## src/rtl/apb_event_sink_pkg.sv

```systemverilog
// Shared constants, enums and address decode for the APB event-report sink.
package apb_event_sink_pkg;

  localparam logic [15:0] REGION_A    = 16'hABBA;
  localparam logic [15:0] REGION_B    = 16'hBAFF;
  localparam logic [15:0] REGION_C    = 16'hCAFE;
  localparam logic [15:0] REGION_STAT = 16'h5EED;

  localparam logic [15:0] OFF_REG0 = 16'h0000;
  localparam logic [15:0] OFF_REG1 = 16'h0004;

  localparam logic [31:0] BLOCK_ID = 32'h0001_0000;

  typedef enum logic [1:0] {IDLE, WAIT, RESP} state_t;
  typedef enum logic [2:0] {CH_A, CH_B, CH_C, CH_STAT, CH_BAD} chan_t;

  // Unknown region or an offset other than 0x0/0x4 both map to CH_BAD.
  function automatic chan_t decode_chan(input logic [31:0] addr);
    chan_t ch;
    case (addr[31:16])
      REGION_A:    ch = CH_A;
      REGION_B:    ch = CH_B;
      REGION_C:    ch = CH_C;
      REGION_STAT: ch = CH_STAT;
      default:     ch = CH_BAD;
    endcase
    if (addr[15:0] != OFF_REG0 && addr[15:0] != OFF_REG1) ch = CH_BAD;
    return ch;
  endfunction

endpackage

```

## src/rtl/apb_event_sink_if.sv

```systemverilog
// APB completer-side bus bundle for apb_event_sink.
// Handshake: a transfer completes in the one cycle where psel & penable & pready are all high;
// prdata/pslverr are meaningful only in that cycle.
interface apb_event_sink_if;
  logic        psel;
  logic        penable;
  logic [31:0] paddr;
  logic        pwrite;
  logic [31:0] pwdata;
  logic        pready;
  logic [31:0] prdata;
  logic        pslverr;

  modport master (output psel, penable, paddr, pwrite, pwdata,
                  input  pready, prdata, pslverr);
  modport slave  (input  psel, penable, paddr, pwrite, pwdata,
                  output pready, prdata, pslverr);
endinterface

```

## src/rtl/apb_event_sink_sat_accum.sv

```systemverilog
// 32-bit running total that clamps at SAT_MAX; sat_o flags an add that would exceed it.
module apb_event_sink_sat_accum #(
  parameter logic [31:0] SAT_MAX = 32'hFFFF_FFFF
) (
  input  logic        clk,
  input  logic        reset,
  input  logic        add_en_i,
  input  logic [31:0] add_val_i,
  output logic [31:0] total_o,
  output logic        sat_o
);

  logic [31:0] total_q, total_d;
  logic [32:0] sum;

  assign sum   = {1'b0, total_q} + {1'b0, add_val_i};
  assign sat_o = add_en_i && (sum > {1'b0, SAT_MAX});

  always_comb begin
    total_d = total_q;
    if (add_en_i) total_d = sat_o ? SAT_MAX : sum[31:0];
  end

  always_ff @(posedge clk or posedge reset) begin
    if (reset) total_q <= '0;
    else       total_q <= total_d;
  end

  assign total_o = total_q;

endmodule

```

## src/rtl/apb_event_sink.sv

```systemverilog
// APB completer holding last/total event counts for channels A/B/C plus a W1C status register.
// Build option: define APB_EVENT_SINK_PSLVERR_EN to answer bad addresses and RO writes with pslverr.
module apb_event_sink
  import apb_event_sink_pkg::*;
#(
  parameter int unsigned WAIT_CYCLES = 1,
  parameter logic [31:0] SAT_MAX     = 32'hFFFF_FFFF
) (
  input  logic                clk,
  input  logic                reset,
  apb_event_sink_if.slave     apb,
  output logic [2:0]          upd_o,
  output state_t              state_o
);

  state_t      state_q, state_d;
  logic [3:0]  wcnt_q, wcnt_d;
  logic [31:0] addr_q, wdata_q;
  logic        write_q;
  logic [31:0] last_q [3];
  logic [31:0] total [3];
  logic [2:0]  sat;
  logic [4:0]  flags_q, flags_d;
  logic [2:0]  upd_q;

  logic        access, setup, capture, abort;
  chan_t       ch;
  logic        off_hi, bad_access, commit, stat_we;
  logic [2:0]  ch_we;
  logic [31:0] rdata;

  assign access = apb.psel & apb.penable;
  assign setup  = apb.psel & ~apb.penable;

  always_comb begin
    state_d = state_q;
    wcnt_d  = wcnt_q;
    capture = 1'b0;
    abort   = 1'b0;
    case (state_q)
      IDLE: begin
        if (setup) begin
          capture = 1'b1;
          wcnt_d  = 4'(WAIT_CYCLES);
          state_d = WAIT;
        end else if (access) begin
          abort = 1'b1;
        end
      end
      WAIT: begin
        if (!access) begin
          abort   = 1'b1;
          state_d = IDLE;
        end else if (wcnt_q == 4'd0) begin
          state_d = RESP;
        end else begin
          wcnt_d = wcnt_q - 4'd1;
        end
      end
      RESP: begin
        state_d = IDLE;
        if (!access) abort = 1'b1;
      end
      default: state_d = IDLE;
    endcase
  end

  // Decode works on the setup-phase capture, so access-phase bus changes are ignored.
  assign ch         = decode_chan(addr_q);
  assign off_hi     = (addr_q[15:0] == OFF_REG1);
  assign bad_access = (ch == CH_BAD) || (write_q && off_hi);
  assign commit     = (state_q == RESP) && access && write_q && !bad_access;
  assign ch_we      = {ch == CH_C, ch == CH_B, ch == CH_A} & {3{commit}};
  assign stat_we    = commit && (ch == CH_STAT);

  for (genvar g = 0; g < 3; g++) begin : g_acc
    apb_event_sink_sat_accum #(.SAT_MAX(SAT_MAX)) u_acc (
      .clk       (clk),
      .reset     (reset),
      .add_en_i  (ch_we[g]),
      .add_val_i (wdata_q),
      .total_o   (total[g]),
      .sat_o     (sat[g])
    );
  end

  // Hardware set terms are OR'd after the W1C mask so they win a same-cycle clear.
  always_comb begin
    flags_d = flags_q;
    if (stat_we) flags_d = flags_q & ~wdata_q[4:0];
    flags_d = flags_d | {|sat, abort, ch_we};
  end

  always_comb begin
    rdata = '0;
    case (ch)
      CH_A:    rdata = off_hi ? total[0] : last_q[0];
      CH_B:    rdata = off_hi ? total[1] : last_q[1];
      CH_C:    rdata = off_hi ? total[2] : last_q[2];
      CH_STAT: rdata = off_hi ? BLOCK_ID : {27'd0, flags_q};
      default: rdata = '0;
    endcase
  end

  always_ff @(posedge clk or posedge reset) begin
    if (reset) begin
      state_q <= IDLE;
      wcnt_q  <= '0;
      addr_q  <= '0;
      wdata_q <= '0;
      write_q <= 1'b0;
      flags_q <= '0;
      upd_q   <= '0;
      for (int i = 0; i < 3; i++) last_q[i] <= '0;
    end else begin
      state_q <= state_d;
      wcnt_q  <= wcnt_d;
      flags_q <= flags_d;
      upd_q   <= ch_we;
      if (capture) begin
        addr_q  <= apb.paddr;
        wdata_q <= apb.pwdata;
        write_q <= apb.pwrite;
      end
      for (int i = 0; i < 3; i++) begin
        if (ch_we[i]) last_q[i] <= wdata_q;
      end
    end
  end

  assign apb.pready = (state_q == RESP) && access;
  assign apb.prdata = (apb.pready && !write_q) ? rdata : '0;
`ifdef APB_EVENT_SINK_PSLVERR_EN
  assign apb.pslverr = apb.pready && bad_access;
`else
  assign apb.pslverr = 1'b0;
`endif
  assign upd_o   = upd_q;
  assign state_o = state_q;

endmodule

```

## src/flat_wrapper.sv

```systemverilog
// flat-port wrapper written by rule: the top's interface ports become plain ports
module apb_event_sink_flat import apb_event_sink_pkg::*;
#(
  parameter int unsigned WAIT_CYCLES = 1,
  parameter logic [31:0] SAT_MAX     = 32'hFFFF_FFFF
)
  (clk, reset, upd_o, state_o, apb_psel, apb_penable, apb_paddr, apb_pwrite, apb_pwdata, apb_pready, apb_prdata, apb_pslverr);
  apb_event_sink_if apb_i ();
  input  logic clk;
  input  logic reset;
  output logic [2:0] upd_o;
  output state_t state_o;
  input wire logic [$bits(apb_i.psel)-1:0] apb_psel;
  input wire logic [$bits(apb_i.penable)-1:0] apb_penable;
  input wire logic [$bits(apb_i.paddr)-1:0] apb_paddr;
  input wire logic [$bits(apb_i.pwrite)-1:0] apb_pwrite;
  input wire logic [$bits(apb_i.pwdata)-1:0] apb_pwdata;
  output wire logic [$bits(apb_i.pready)-1:0] apb_pready;
  output wire logic [$bits(apb_i.prdata)-1:0] apb_prdata;
  output wire logic [$bits(apb_i.pslverr)-1:0] apb_pslverr;
  assign apb_i.psel = apb_psel;
  assign apb_i.penable = apb_penable;
  assign apb_i.paddr = apb_paddr;
  assign apb_i.pwrite = apb_pwrite;
  assign apb_i.pwdata = apb_pwdata;
  assign apb_pready = apb_i.pready;
  assign apb_prdata = apb_i.prdata;
  assign apb_pslverr = apb_i.pslverr;
  apb_event_sink #(.WAIT_CYCLES(WAIT_CYCLES), .SAT_MAX(SAT_MAX)) u_core (.clk(clk), .reset(reset), .apb(apb_i), .upd_o(upd_o), .state_o(state_o));
endmodule
```

## config.mk

```make
export PLATFORM = sky130hd
export DESIGN_NAME = apb_event_sink_flat
export DESIGN_NICKNAME = d
export VERILOG_FILES = /design/src/rtl/apb_event_sink_pkg.sv /design/src/rtl/apb_event_sink_if.sv /design/src/rtl/apb_event_sink_sat_accum.sv /design/src/rtl/apb_event_sink.sv /design/src/flat_wrapper.sv
export SDC_FILE = /design/constraint.sdc
export NUM_CORES = 1
export LEC_CHECK = 0
export ABC_CLOCK_PERIOD_IN_PS = 29500
export CAP_MARGIN = 0
export CORE_UTILIZATION = 50
export DETAILED_ROUTE_END_ITERATION = 10
export PLACE_DENSITY = 0.69
export SLEW_MARGIN = 0
export SYNTH_ARGS = -nofsm -noshare
export SYNTH_HDL_FRONTEND = slang
export SYNTH_SLANG_ARGS = --single-unit
```

## constraint.sdc

```tcl
create_clock -name clk -period 29.5 [get_ports clk]
set_input_delay 5.9 -clock clk [delete_from_list [all_inputs] [get_ports clk]]
set_output_delay 5.9 -clock clk [all_outputs]
set_load 0.03 [all_outputs]
```

==> qor.yml, run 1 <==
grt_usage_pct: 29.1
rrSetupSlack_ns: 24.25
hold_buffers: 0
cts.sinks: 271
cts_max_level: 1
clk_path_buf_depth: 3
synth_flop_cell: "dfrtp_1"
seq_area_mm2: 0.00678
crit_type: "input pin to output port"
setup_viol: 0
drtIter0Drc: 1255
drv_slew: 0
r2r-end: "u_core.g_acc[0].u_acc.total_o[30]$_DFFE_PP0P_"
worstRegToRegCells: 11
drt_wl_total_mm: 49.5
cts_buffers: 31
die_area_mm2: 0.0346
status: "finished, final reports clean"
std_cell_rows: 67
startpoint_type: "input pin"
synthCells: 1866
yosys.area.top_type: "dfrtp_1"
seq_area_frac_synth_pct: 40.1
relSlewSlack_pct: 28.4
multi_input_area_mm2: 0.00968
p_switching_w: 0.000464
tns_ns: 0
synth_top_area_share_pct: 40.1
crit_fanout: 20
gp_congestion: 0.977
coreArea_mm2: 0.0334
p_int_w: 0.000849
cellLeakagePower_nw: 9.07
hold_ws_ns: 0.463
worstSetupEndpointType: "output port"
cts.repair.resized: 0
ys_types: 77
vias_per_cell: 6.12
syn-mean-instance-area_um2: 9.07
postSynth.asyncResetShare_pct: 100
yosysMostFrequentCell: "dfrtp_1"
layout.nets: 2098
vias: 14700
maxCapViolations: 0
syn-num-nets: 2040
clkTransAtPathRegs_ns: 0.06
r2r_start: "u_core.wdata_q[1]$_DFFE_PP0P_"
synthTopCellsByArea: "dfrtp_1 (40%), ha_1 (7.5%), mux2_2 (6.5%), nand2_1 (5.7%), nor2_1 (5.2%)"
powerDensity_mw_per_mm2: 67.4
root_buffer: "clkbuf_16"
grt_pass1_vias: 14000
seqPwrFrac_pct: 38.5
max_freq_mhz: 70.0
routedWlPerCell_um: 20.7
timing.final.crit_period_ns: 14.28
die_h_um: 186
dieWidth_um: 186
power_w: 0.00131
vdd_ir_drop_max_mv: 0.0500
hp-class: "flip-flop to flip-flop"
crit_chain: "clkdlybuf4s50_1 -> and3_1 -> nand4b_1 -> buf_4 -> nor2_1 -> clkdlybuf4s50_1"
ios: 108
tightest_slew_ns: 1.05
syn-cell-area_mm2: 0.0169
rsz0062_at_grt: "false"
grt_pass1_wl_mm: 78.3
initial_core_util_pct: 50.6
crit_end: "apb_prdata[24]"
antenna_found_initial: 0
switching_share_pct: 35.3
detail_route.drc_violations: 0
ys_seq_elements: 271
area_growth_pct: 15.0
dp_hpwl_mm: 33.4
drive_gt1_share_pct: 10.0
cp.required_ns: 23.60
grt-ovfl-total: 0
grt_max_degree: 162
cp-startpoint: "apb_psel"
clock_skew_ns: 0.0107
diodes: 0
fillCellCount: 2928
cp.arrival_ns: 8.38
crit_top_cell: "clkdlybuf4s50_1"
clockPowerShare_pct: 31.4
post-cts-setup-buffer-count: 0
port_buffers: 106
clk-insertion-delay-late_ns: 0.58
finalHoldViolations: 0
cp_slowest_cell: "clkdlybuf4s50_1"
cts_tree: "yes"
pwr-share-comb_pct: 30.1
post-route-period-util_pct: 48.4
cp_slowest_stage_delay_ns: 0.69
drt.antenna.violating_nets: 0
synth_enable_flop_cells: 0
firstDrtPassIters: 6
yosys-top-cells-count: "dfrtp_1 (271), nand2_1 (258), nor2_1 (235), a21oi_1 (107), ha_1 (102)"
ys_warn_count: 0
worstHoldStart: "u_core.last_q[73]$_DFFE_PP0P_"
[worst min path at each step]
stage,end,slack (ns),cells past startpoint
3_5_place_dp,u_core.last_q[72]$_DFFE_PP0P_,0.45,2
3_3_place_gp,u_core.last_q[73]$_DFFE_PP0P_,0.45,2
2_1_floorplan,u_core.last_q[69]$_DFFE_PP0P_,0.44,2
5_1_grt,u_core.last_q[75]$_DFFE_PP0P_,0.48,2
6_report,u_core.last_q[73]$_DFFE_PP0P_,0.46,2
4_1_cts,u_core.last_q[81]$_DFFE_PP0P_,0.47,2
[layout make-up]
class	instances	area share, %
Sequential cell	271	34.8
Multi-Input combinational cell	1459	49.7
Clock buffer	42	4.51
Clock inverter	14	1.10
Timing Repair Buffer	124	6.21
Tap cell	448	2.88
Inverter	37	0.752
[per-stage QoR]
step,setup WS [ns],utilization [%],cell area (um2),cells
2_1_floorplan,16.13,-,16900,1866
3_3_place_gp,15.31,54.9,18400,2339
3_5_place_dp,15.20,54.9,18400,2339
4_1_cts,15.20,58.2,19500,2395
5_1_grt,14.99,58.2,19500,2395
6_report,15.22,58.2,19500,2395
[layer usage]
layer / vias to the layer above / wire (um) / share of wire (%) / global-route usage, %
met2: 483 / 22700 / 46 / 47.5
li1: 6890 / - / - / -
met5: - / 0 / 0 / 0
met1: 7163 / 22400 / 45 / 40.0
met4: 0 / 1650 / 3.3 / 10.2
met3: 122 / 2800 / 5.7 / 3.42
[layout by cell type (no fill, tap or decap), drive strengths merged, types with 9 or more instances in the layout]
master,Yosys,final
ha,102,102
a21o,45,45
clkdlybuf4s50,0,106
dfrtp,271,271
buf,20,18
o21ai,78,78
and3,14,14
nand4,12,12
a211oi,15,15
nor2b,9,9
inv,37,39
nor2,235,235
nor3,59,59
a31oi,31,31
o22a,30,30
a221oi,45,45
o21a,17,17
nand3,26,26
a222oi,16,16
o21bai,11,11
nor4,13,13
xnor2,51,51
mux2,97,97
clkbuf,79,42
mux2i,30,30
a21oi,107,107
xor2,30,30
nand2,258,258
nand2b,10,10
[sequential cells by signal, indices dropped and copies added (netlist names)]
name                        count
u_core.addr_q                  32
u_core.flags_q                  5
u_core.g_acc.u_acc.total_o     96
u_core.last_q                  96
u_core.state_o                  2
u_core.upd_o                    3
u_core.wcnt_q                   4
u_core.wdata_q                 32
u_core.write_q                  1
[cell families after synthesis]
group / count (synthesis) / synth area share, %
buffers and inverters: 136 / 3.08
XOR/XNOR: 81 / 4.19
AND/OR/NAND/NOR: 675 / 17.3
AO/OA/AOI/OAI: 470 / 19.2
multiplexers: 127 / 8.23
adder cells (fa/ha/maj): 105 / 7.89
other: 1 / 0.0222
flip-flops: 271 / 40.1
[critical path: cells and delay by family]
family	cells	cell delay (ns)
buffers and inverters	3	1.67
and+or+nand+nor	3	0.80
[power groups by stage]
stage / sequential (W) / combinational (W) / clock, W
after floorplan: 0.000470 / 0.000310 / 0
after global placement: 0.000508 / 0.000380 / 0
after detailed placement: 0.000509 / 0.000388 / 0
after CTS: 0.000503 / 0.000391 / 0.000419
after global routing: 0.000510 / 0.000440 / 0.000433
final: 0.000505 / 0.000395 / 0.000412
Note: power is estimated with default switching activity, not from simulation.
==> run 2: changes to the inputs <==
ABC_CLOCK_PERIOD_IN_PS = 14530   (was 29500)
clock period = 14.53 ns   (was 29.5 ns; I/O delays follow)
==> qor.yml, run 2 (same netlist as run 1, synthesis figures left out) <==
status: "finished, final reports clean"  # unchanged
vias_per_cell: 6.15  # was 6.12
max_freq_mhz: 120
cp_slowest_stage_delay_ns: 0.69  # about the same
fin_util_pct: 58.0  # was 58.2%
clkTransAtPathRegs_ns: 0.06  # about the same
firstDrtPassIters: 9  # was 6
dieWidth_um: 186  # unchanged
initial_core_util_pct: 50.6  # unchanged
coreArea_mm2: 0.0334  # unchanged
final_area_mm2: 0.0194  # was 0.0195 mm2
detail_route.drc_violations: 0  # unchanged
rsz0062_at_grt: "false"  # unchanged
gp_congestion: 0.957  # was 0.977
grt_pass1_vias: 14100  # was 14000
cellLeakagePower_nw: 9.04  # was 9.07 nW
setup_viol: 0  # unchanged
cts_buffers: 31  # unchanged
clk_path_buf_depth: 3  # unchanged
cp.required_ns: 11.62  # was 23.60 ns
port_buffers: 106  # unchanged
cp_slowest_cell: "clkdlybuf4s50_1"  # unchanged
die_h_um: 186  # unchanged
powerDensity_mw_per_mm2: 136  # was 67.4 mW/mm2
crit_chain: "clkdlybuf4s50_1 -> and3_1 -> nand4b_1 -> buf_4 -> nor2_1 -> clkdlybuf4s50_1"  # unchanged
startpoint_type: "input pin"  # unchanged
post-place-cells: 2339  # unchanged
area_growth_pct: 14.7  # was 15.0%
final_common_cell: "dfrtp_1"  # unchanged
layout_common_cells: "dfrtp_1 (271), nand2_1 (256), nor2_1 (232), a21oi_1 (106), clkdlybuf4s50_1 (106)"  # unchanged
layout.nets: 2098  # unchanged
grt_max_degree: 130  # was 162
critPathBufInv: 3  # unchanged
grt-ovfl-total: 0  # unchanged
cts.repair.resized: 0  # unchanged
grt_usage_pct: 29.6  # was 29.1%
maxCapViolations: 0  # unchanged
clock_skew_ns: 0.0151  # was 0.0107 ns
cts_max_level: 1  # unchanged
root_buffer: "clkbuf_16"  # unchanged
crit_type: "input pin to output port"  # unchanged
final_cells: 2395  # unchanged
crit_top_cell: "clkdlybuf4s50_1"  # unchanged
drt_wl_total_mm: 50.1  # was 49.5 mm
die_area_mm2: 0.0346  # unchanged
crit_fanout: 20  # unchanged
place_area_mm2: 0.0184  # about the same
dp_hpwl_mm: 33.9  # was 33.4 mm
hold_buffers: 0  # unchanged
vias: 14700  # about the same
drv_slew: 0  # unchanged
drt.antenna.violating_nets: 0  # unchanged
timing.final.crit_period_ns: 8.36
std_cell_rows: 67  # unchanged
drtIter0Drc: 1226  # was 1255
cts.sinks: 271  # unchanged
cts_tree: "yes"  # unchanged
hp-class: "flip-flop to flip-flop"  # unchanged
tightest_slew_ns: 1.01  # was 1.05 ns
cp.arrival_ns: 5.45  # was 8.38 ns
diodes: 0  # unchanged
routedWlPerCell_um: 20.9  # was 20.7 um
vdd_ir_drop_max_mv: 0.125  # was 0.0500 mV
post-cts-setup-buffer-count: 0  # unchanged
clk-insertion-delay-late_ns: 0.59  # was 0.58 ns
finalHoldViolations: 0  # unchanged
relSlewSlack_pct: 33.0  # was 28.4%
post-route-period-util_pct: 57.5
cp_top_family: "buffers and inverters"  # unchanged
drive_gt1_share_pct: 10.2  # was 10.0%
worstSetupEndpointType: "output port"  # unchanged
ios: 108  # unchanged
hold_ws_ns: 0.466  # was 0.463 ns
antenna_found_initial: 0  # unchanged
fillCellCount: 2912  # was 2928
tns_ns: 0  # unchanged
grt_pass1_wl_mm: 79.6  # was 78.3 mm
==> run 2: final timing paths <==
kind,start,cells past startpoint,slack [ns],endpoint
worst max-delay path,apb_psel,6,6.17,apb_prdata[26]
worst min-delay path,u_core.last_q[75]$_DFFE_PP0P_,2,0.47,u_core.last_q[75]$_DFFE_PP0P_
worst max register to register,u_core.wdata_q[0]$_DFFE_PP0P_,12,9.52,u_core.g_acc[0].u_acc.total_o[26]$_DFFE_PP0P_
worst min register to register,u_core.last_q[75]$_DFFE_PP0P_,2,0.47,u_core.last_q[75]$_DFFE_PP0P_
max in group asynchronous,reset,4,9.20,u_core.g_acc[2].u_acc.total_o[30]$_DFFE_PP0P_
min in group asynchronous,reset,2,2.89,u_core.g_acc[1].u_acc.total_o[3]$_DFFE_PP0P_
==> run 2: report_power, final <==
part / internal (W) / switching [W]
Sequential: 0.000851 / 0.000184
Clock: 0.000472 / 0.000341
Combinational: 0.000360 / 0.000438
==> run 2: stage by stage <==
stage               power (W)  setup WS, ns
finish                0.00265          6.17
global route          0.00279          5.98
CTS                   0.00265          6.18
detailed placement    0.00183          6.18
global placement      0.00181          6.34
floorplan             0.00158          4.16
==> run 2: area by class of cell <==
cell class                 count  area, um2  area share, %
clock inverter                18        203           1.04
multi-input combinational   1459       9680           49.8
inverter                      37        146          0.754
tap                          448        561           2.89
clock buffer                  38        852           4.39
timing repair buffer         124       1200           6.16
sequential                   271       6780           34.9
==> run 2: metal layers <==
metal	wire, um	track usage [%]	vias to the layer above
met1	22400	40.9	7225
met3	2950	2.99	109
met5	0	0	-
li1	-	-	6884
met2	22900	48.2	500
met4	1820	10.3	0
==> run 2: tightest hold or removal path: cells and delay by family (launching register included) <==
family,cells,cell delay [ns]
simple gates,2,0.10
flops,1,0.34
==> run 3: changes to the inputs <==
ABC_CLOCK_PERIOD_IN_PS = 7100   (was 14530)
PLACE_DENSITY = 0.72   (was 0.69)
clock period = 7.1 ns   (was 14.53 ns; I/O delays follow)
==> qor.yml, run 3 (same netlist as run 1, synthesis figures left out) <==
port_buffers: 106  # unchanged
cp.required_ns: 5.68  # was 11.62 ns
max_freq_mhz: 169
initial_core_util_pct: 50.6  # unchanged
cts_buffers: 31  # unchanged
coreArea_mm2: 0.0334  # unchanged
switching_share_pct: 36.4  # about the same
clockPowerShare_pct: 30.0  # was 30.7%
cp_slowest_stage_delay_ns: 0.68  # was 0.69 ns
startpoint_type: "flip-flop"  # was input pin
grt_usage_pct: 30.0  # was 29.6%
status: "finished, final reports clean"  # unchanged
hp-class: "flip-flop to flip-flop"  # unchanged
crit_type: "flip-flop to output port"  # was input pin to output port
drtIter0Drc: 1760  # was 1226
crit_fanout: 48  # was 20
grt_max_degree: 154  # was 130
tightest_slew_ns: 1.17  # was 1.01 ns
p_int_w: 0.00341  # was 0.00168 W
drv_slew: 0  # unchanged
grt_pass1_vias: 14400  # was 14100
clkTransAtPathRegs_ns: 0.06  # about the same
antenna_found_initial: 0  # unchanged
worstSetupEndpointType: "output port"  # unchanged
layout_common_cells: "dfrtp_1 (271), nand2_1 (256), nor2_1 (232), a21oi_1 (106), clkdlybuf4s50_1 (106)"  # unchanged
grt_pass1_wl_mm: 80.3  # was 79.6 mm
vias: 14800  # was 14700
cts_max_level: 1  # unchanged
root_buffer: "clkbuf_16"  # unchanged
die_area_mm2: 0.0346  # unchanged
firstDrtPassIters: 9  # unchanged
dp_hpwl_mm: 35.3  # was 33.9 mm
crit_chain: "or4b_1 -> or3_1 -> a21o_1 -> nor2_4 -> buf_4 -> a221oi_1 -> o22a_1 -> nor2_1 -> clkdlybuf4s50_1"  # was clkdlybuf4s50_1 -> and3_1 -> nand4b_1 -> buf_4 -> nor2_1 -> clkdlybuf4s50_1
post-route-period-util_pct: 83.2
cts.repair.resized: 0  # unchanged
power_w: 0.00537  # was 0.00265 W
post-place-cells: 2340  # was 2339
drive_gt1_share_pct: 10.0  # was 10.2%
clk-insertion-delay-late_ns: 0.59  # about the same
hold_buffers: 0  # unchanged
fin_util_pct: 57.9  # was 58.0%
timing.final.crit_period_ns: 5.90
powerDensity_mw_per_mm2: 277  # was 136 mW/mm2
tns_ns: 0  # unchanged
cts.sinks: 271  # unchanged
die_h_um: 186  # unchanged
relSlewSlack_pct: 20.2  # was 33.0%
drt.antenna.violating_nets: 0  # unchanged
std_cell_rows: 67  # unchanged
area_growth_pct: 14.4  # was 14.7%
cts_tree: "yes"  # unchanged
rsz0062_at_grt: "false"  # unchanged
final_cells: 2395  # unchanged
vias_per_cell: 6.17  # was 6.15
post-cts-setup-buffer-count: 0  # unchanged
diodes: 0  # unchanged
routedWlPerCell_um: 21.1  # was 20.9 um
seqPwrFrac_pct: 39.6  # was 39.1%
layout.nets: 2099  # was 2098
vdd_ir_drop_max_mv: 0.288  # was 0.125 mV
final_common_cell: "dfrtp_1"  # unchanged
drt_wl_total_mm: 50.6  # was 50.1 mm
critPathBufInv: 2  # was 3
p_switching_w: 0.00196  # was 0.000963 W
cp_top_family: "simple AND/OR/NAND/NOR gates"  # was buffers and inverters
cellLeakagePower_nw: 9.02  # was 9.04 nW
setup_viol: 0  # unchanged
cp.arrival_ns: 4.48  # was 5.45 ns
dieWidth_um: 186  # unchanged
detail_route.drc_violations: 0  # unchanged
clock_skew_ns: 0.0192  # was 0.0151 ns
gp_congestion: 0.984  # was 0.957
clk_path_buf_depth: 3  # unchanged
maxCapViolations: 0  # unchanged
ios: 108  # unchanged
grt-ovfl-total: 0  # unchanged
cp_slowest_cell: "clkdlybuf4s50_1"  # unchanged
finalHoldViolations: 0  # unchanged
pwr-share-comb_pct: 30.5  # was 30.2%
## run 3: cell count changes in the layout (fill, tap and decap cells not counted), sizes merged
cell,delta
clkinv,-1
buf,+1
inv,-3
clkbuf,+4
bufinv,-1
## run 3: final timing paths
kind / end / start / slack [ns] / cells after the start
worst max-delay path: apb_prdata[10] / u_core.addr_q[17]$_DFFE_PP0P_ / 1.20 / 9
worst min-delay path: u_core.last_q[90]$_DFFE_PP0P_ / u_core.last_q[90]$_DFFE_PP0P_ / 0.47 / 2
worst max register to register: u_core.g_acc[0].u_acc.total_o[26]$_DFFE_PP0P_ / u_core.wdata_q[1]$_DFFE_PP0P_ / 2.02 / 11
worst min register to register: u_core.last_q[90]$_DFFE_PP0P_ / u_core.last_q[90]$_DFFE_PP0P_ / 0.47 / 2
max in group asynchronous: u_core.upd_o[0]$_DFF_PP0_ / reset / 4.17 / 3
min in group asynchronous: u_core.addr_q[23]$_DFFE_PP0P_ / reset / 1.39 / 2
## run 3: layout make-up
type | instances | area (um2)
Fill cell | 2864 | 14100
Timing Repair Buffer | 125 | 1220
Clock buffer | 42 | 877
Inverter | 37 | 143
Tap cell | 448 | 561
Clock inverter | 13 | 130
Sequential cell | 271 | 6780
Multi-Input combinational cell | 1459 | 9670
## run 3: tightest hold or removal path, cell delays in order, from the launching register on
cell and delay, ns:
dfrtp_1 0.34, nand2_1 0.05, nand2_1 0.05
## run 3: power groups by stage
| stage | clock network [W] | logic, W | registers [W] |
|---|---|---|---|
| floorplan | 0 | 0.00129 | 0.00195 |
| global placement | 0 | 0.00157 | 0.00214 |
| detailed placement | 0 | 0.00161 | 0.00215 |
| CTS | 0.00163 | 0.00162 | 0.00212 |
| global route | 0.00168 | 0.00182 | 0.00215 |
| finish | 0.00161 | 0.00164 | 0.00212 |
## run 3: layer usage
metal	track usage (%)	part of all wire, %	up-vias
li1	-	-	6881
met1	40.4	44	7240
met2	49.6	47	551
met3	4.07	6.3	111
met4	9.67	3.3	0
met5	0	0	-
## run 3: metrics by stage
step / setup slack (ns) / hold slack (ns) / cell area [um2]
floorplan: 2.10 / 0.438 / 16900
global placement: 1.89 / 0.449 / 18400
detailed placement: 1.85 / 0.455 / 18400
CTS: 1.23 / 0.468 / 19400
global route: 0.975 / 0.481 / 19400
finish: 1.20 / 0.466 / 19400
